`config.mk`:
```
export PLATFORM = sky130hd
export DESIGN_NAME = mux_8_32_flat
export DESIGN_NICKNAME = d
export VERILOG_FILES = /design/src/rtl/mux_8_32_if.sv /design/src/rtl/mux_8_32.sv /design/src/flat_wrapper.sv
export SDC_FILE = /design/constraint.sdc
export NUM_CORES = 1
export LEC_CHECK = 0
export CAP_MARGIN = 0
export CORE_MARGIN = 2
export CORE_UTILIZATION = 36
export CTS_CLUSTER_DIAMETER = 80
export DETAILED_ROUTE_END_ITERATION = 10
export RECOVER_POWER = 50
export SLEW_MARGIN = 10
export SYNTH_ARGS = -nofsm -noshare
export SYNTH_HDL_FRONTEND = slang
export SYNTH_SLANG_ARGS = --single-unit
```
`constraint.sdc`:
```
create_clock -name clk_4f -period 4.29 [get_ports clk_4f]
set_clock_uncertainty 0.2 [all_clocks]
set_input_delay 0.6435 -clock clk_4f [delete_from_list [all_inputs] [get_ports clk_4f]]
set_output_delay 0.6435 -clock clk_4f [all_outputs]
set_load 0.01 [all_outputs]
```
`src/rtl/mux_8_32_if.sv`:
```
// Byte-in / word-out bus of the 8->32 packer.
// The packer takes the slave modport; the byte source and word sink take the master.
interface mux_8_32_if;
    logic [7:0]  data_in;
    logic        valid;
    logic [31:0] data_out;
    logic        valid_out;
    logic        word_stb;
    logic        frag_err;

    modport master (output data_in, valid,
                    input  data_out, valid_out, word_stb, frag_err);
    modport slave  (input  data_in, valid,
                    output data_out, valid_out, word_stb, frag_err);
endinterface

```
`src/rtl/mux_8_32.sv`:
```
// Packs four consecutive valid bytes, MSB first, into a 32-bit word.
// The word is held with valid_out for HOLD cycles. Words broken off mid-assembly raise frag_err.
module mux_8_32 #(
    parameter int HOLD = 4
) (
    input  logic      clk_4f,
    input  logic      reset,
    mux_8_32_if.slave bus
);
    logic [1:0]  sel_q,  sel_d;
    logic [31:0] acc_q,  acc_d;
    logic [31:0] data_q, data_d;
    logic [2:0]  hold_q, hold_d;
    logic        vout_q, vout_d;
    logic        stb_q,  stb_d;
    logic        frag_q, frag_d;

    always_comb begin
        sel_d  = sel_q;
        acc_d  = acc_q;
        data_d = data_q;
        hold_d = hold_q;
        stb_d  = 1'b0;
        frag_d = 1'b0;
        if (bus.valid) begin
            unique case (sel_q)
                2'd0: acc_d[31:24] = bus.data_in;
                2'd1: acc_d[23:16] = bus.data_in;
                2'd2: acc_d[15:8]  = bus.data_in;
                default: begin
                    data_d = {acc_q[31:8], bus.data_in};
                    stb_d  = 1'b1;
                end
            endcase
            sel_d = sel_q + 2'd1;
        end else if (sel_q != 2'd0) begin
            frag_d = 1'b1;
            sel_d  = 2'd0;
            acc_d  = '0;
        end
        // A completion reloads the hold timer even when it would have expired.
        if (stb_d)
            hold_d = 3'(HOLD);
        else if (hold_q != 3'd0)
            hold_d = hold_q - 3'd1;
        vout_d = (hold_d != 3'd0);
    end

    always_ff @(posedge clk_4f or negedge reset) begin
        if (!reset) begin
            sel_q  <= '0;
            acc_q  <= '0;
            data_q <= '0;
            hold_q <= '0;
            vout_q <= 1'b0;
            stb_q  <= 1'b0;
            frag_q <= 1'b0;
        end else begin
            sel_q  <= sel_d;
            acc_q  <= acc_d;
            data_q <= data_d;
            hold_q <= hold_d;
            vout_q <= vout_d;
            stb_q  <= stb_d;
            frag_q <= frag_d;
        end
    end

    assign bus.data_out  = data_q;
    assign bus.valid_out = vout_q;
    assign bus.word_stb  = stb_q;
    assign bus.frag_err  = frag_q;
endmodule

```
`src/flat_wrapper.sv`:
```
// flat-port wrapper written by rule: the top's interface ports become plain ports
module mux_8_32_flat 
#(
    parameter int HOLD = 4
)
  (clk_4f, reset, bus_data_in, bus_valid, bus_data_out, bus_valid_out, bus_word_stb, bus_frag_err);
  mux_8_32_if bus_i ();
  input  logic clk_4f;
  input  logic reset;
  input wire logic [$bits(bus_i.data_in)-1:0] bus_data_in;
  input wire logic [$bits(bus_i.valid)-1:0] bus_valid;
  output wire logic [$bits(bus_i.data_out)-1:0] bus_data_out;
  output wire logic [$bits(bus_i.valid_out)-1:0] bus_valid_out;
  output wire logic [$bits(bus_i.word_stb)-1:0] bus_word_stb;
  output wire logic [$bits(bus_i.frag_err)-1:0] bus_frag_err;
  assign bus_i.data_in = bus_data_in;
  assign bus_i.valid = bus_valid;
  assign bus_data_out = bus_i.data_out;
  assign bus_valid_out = bus_i.valid_out;
  assign bus_word_stb = bus_i.word_stb;
  assign bus_frag_err = bus_i.frag_err;
  mux_8_32 #(.HOLD(HOLD)) u_core (.clk_4f(clk_4f), .reset(reset), .bus(bus_i));
endmodule
```
==> out/metrics.csv <==
metric;value;unit
CTS sink count;64;
CP max stage delay;1.00;ns
Post-Syn Area;2880;µm²
hold endpoint;u_core.acc_q[31];
first-pass GRT wire length;9.49;mm
crit path capture type;flop;
number of diodes;0;
XOR/XNOR share of the synthesized area;0.00304;
Final HPWL DP;3.69;mm
slew margin rel.;-0.673;
Critical Path, Cell by Cell;dlygate4sd3_1, buf_4, inv_1, ha_1, o21ai_0;
gpl congestion;0.761;
critical path's slowest cell;dlygate4sd3_1;
number of fill cells;692;
largest net degree at the start of global routing;48;
final slew viol count;48;
worst flop-to-flop path startpoint;u_core.sel_q[0];
worst reg2reg endpoint;u_core.bus.data_out[17];
complex-gate fraction of the synthesized area;0.0682;
cell count after placement;350;
status;finished with violations;
GR Overflow Total;0;
Distinct cells, synth;27;
CTS buffer count;9;
Power, Total;0.00248;W
Core Region;7730;µm²
Final Cycle Share;0.647;
largest buffer count on any clock path;2;
DRC viols;0;
FP Rows;32;
Port-buffer cells;45;
nature of the critical path startpoint;input pin;
Worst-path clk slew;0.07;ns
Cell Area, Placed;3360;µm²
Layout Area Growth over Synthesis;24.6;%
post-synth net total;233;
mux contribution to synthesized area;0.158;
Worst R2R Path Depth;4;
Antenna Nets Post-Route;0;
routed wire length;5.66;mm
Synth Area in Simple Gates;0.135;
initial DRC count;95;
RSZ-0062 raised after global routing;no;
setup bufs post-CTS;0;
Non-Filler Instances;366;
Hold Vio Cnt, Final;0;
Vias/cell;4.90;
upper clock frequency limit;361;MHz
Die Footprint;8730;µm²
Critical Path RT;4.29;ns
hold buffers post-CTS;0;
Ports;46;
post-CTS sizing;0;
max cap viols;1;
YS warnings;0;
violations in the final reports;max-capacitance violations, max-slew violations;
Synth Area per Inst;13.4;µm²
Seq cells post-synth;64;
vias in the first global route;1845;
H-tree levels;3;
Initial Utilization;0.373;
total power divided by cell area;691;nW/µm²
largest family of logic cells by synthesized area;multiplexers;
post-synthesis adder-cell area fraction;0.0304;
final instance area;3590;µm²
Root Buffer;clkbuf_8;
nets;277;
antenna violations before repair;0;
first-pass iteration count of the detailed router;4;
Worst Hold Depth;2;
TritonCTS clock tree;done;
setup TNS;0;ns
hold wc startpoint;u_core.acc_q[31];
setup violators final;0;
Clock Latency Late Sink;0.34;ns
Die H;93.4;µm
worst vdd ir;0.266;mV
class of the most critical setup path;in2reg;
GRT Util Overall;0.141;
die boundary width;93.4;µm
actual slew at the worst max-slew pin;2.51;ns
layout cells sized above 1;0.220;
register-to-register setup slack;1.73;ns
WP data arrival;2.78;ns
drt wl/cell;15.5;µm
Post-Syn Instances;215;
leakage power;1.79;nW
type of the most critical hold path;reg2reg;
peak fanout along the critical path;20;
post-layout minimum cycle time;2.77;ns
total number of vias;1794;
post-synthesis sequential area ratio;0.556;
==> cells by family after synthesis <==
| group | count (synthesis) |
|---|---|
| buffers and inverters | 23 |
| adder cells (fa/ha/maj) | 7 |
| XOR/XNOR | 1 |
| AND/OR/NAND/NOR | 60 |
| flip-flops | 64 |
| AO/OA/AOI/OAI | 28 |
| multiplexers | 32 |
==> state kept, by name (all words and copies together) (netlist names) <==
| signal | count |
|---|---|
| u_core.bus.word_stb | 1 |
| u_core.bus.data_out | 32 |
| u_core.sel_q | 2 |
| u_core.bus.frag_err | 1 |
| u_core.hold_q | 3 |
| u_core.bus.valid_out | 1 |
| u_core.acc_q | 24 |
==> placed cells by master, fill, tap and decap left out <==
| master | n |
|---|---|
| and4b_2 | 6 |
| clkbuf_8 | 11 |
| ha_1 | 7 |
| nand3_1 | 8 |
| xor2_1 | 1 |
| nand2b_1 | 3 |
| o211ai_1 | 8 |
| a211o_1 | 9 |
| nand2_1 | 19 |
| or3b_1 | 9 |
| a211oi_1 | 1 |
| clkinv_2 | 2 |
| dfrtp_1 | 64 |
| buf_4 | 2 |
| inv_1 | 8 |
| nand3b_1 | 1 |
| and4b_1 | 2 |
| nand2_8 | 1 |
| mux2_2 | 7 |
| o21ai_0 | 10 |
| nor2b_1 | 1 |
| dlygate4sd3_1 | 17 |
| nor2_1 | 2 |
| inv_2 | 1 |
| mux2_4 | 25 |
| clkdlybuf4s50_1 | 27 |
| clkbuf_1 | 1 |
| clkinv_4 | 1 |
| and3_1 | 8 |
| bufinv_16 | 2 |
==> worst max-delay path: cells and delay by family <==
family / cells / cell delay, ns
AO/OA/AOI/OAI: 1 / 0.17
adder cells (fa/ha/maj): 1 / 0.53
buffers and inverters: 3 / 1.42
==> stage by stage <==
| stage | utilization | worst slack, ns | hold slack (ns) |
|---|---|---|---|
| finish | 0.464 | 1.52 | 0.292 |
| global route | 0.464 | 1.02 | 0.317 |
| CTS | 0.464 | 1.54 | 0.300 |
| detailed placement | 0.435 | 1.20 | 0.282 |
| global placement | 0.435 | 1.30 | 0.271 |
| floorplan | - | 2.13 | 0.148 |
==> synth_stat cells <==
master / count / area (µm²)
a211o_1: 9 / 78.8
a211oi_1: 1 / 7.51
and3_1: 8 / 50.1
and4b_1: 2 / 20.0
and4b_2: 6 / 67.6
buf_2: 2 / 10.0
buf_4: 2 / 15.0
buf_6: 6 / 67.6
clkbuf_1: 3 / 11.3
clkbuf_2: 1 / 5.00
dfrtp_1: 64 / 1600
ha_1: 7 / 87.6
inv_1: 8 / 30.0
inv_2: 1 / 3.75
mux2_2: 7 / 78.8
mux2_4: 25 / 375
nand2_1: 19 / 71.3
nand2_8: 1 / 20.0
nand2b_1: 3 / 18.8
nand3_1: 8 / 40.0
nand3b_1: 1 / 7.51
nor2_1: 2 / 7.51
nor2b_1: 1 / 6.26
o211ai_1: 8 / 60.1
o21ai_0: 10 / 50.1
or3b_1: 9 / 78.8
xor2_1: 1 / 8.76
==> final cells by class <==
cell class / instances / area (µm²) / share of cell area
clock buffer: 11 / 151 / 0.0422
clock inverter: 5 / 78.8 / 0.0220
inverter: 9 / 33.8 / 0.00942
multi-input combinational: 128 / 1130 / 0.316
sequential: 64 / 1600 / 0.446
tap: 102 / 128 / 0.0356
timing repair buffer: 47 / 459 / 0.128
==> how the worst max path moves through the flow <==
stage	startpoint	end	slack, ns	cells past startpoint
final	bus_valid	u_core.acc_q[26]	1.52	5
after global routing	reset	u_core.sel_q[0]	1.02	1
after floorplan	bus_valid	u_core.acc_q[29]	2.13	7
after CTS	bus_valid	u_core.acc_q[26]	1.54	5
after global placement	bus_valid	u_core.acc_q[27]	1.30	5
after detailed placement	bus_valid	u_core.acc_q[26]	1.20	5
==> power breakdown <==
| group | leakage, nW | switching, W | total, W | internal, W |
|---|---|---|---|---|
| clock | 0.119 | 0.000237 | 0.000595 | 0.000358 |
| sequential | 0.840 | 0.000208 | 0.00106 | 0.000851 |
| combinational | 0.834 | 0.000321 | 0.000824 | 0.000503 |
| total | 1.79 | 0.000766 | 0.00248 | 0.00171 |
==> routing by layer <==
layer | global-route usage | vias to the layer above | share of wire
met4 | 0.0662 | 0 | 0.021
met2 | 0.201 | 45 | 0.44
met5 | 0 | - | 0
met3 | 0.0290 | 10 | 0.044
li1 | - | 852 | -
met1 | 0.205 | 887 | 0.49
No activity file was read; power rests on OpenSTA's default activity.
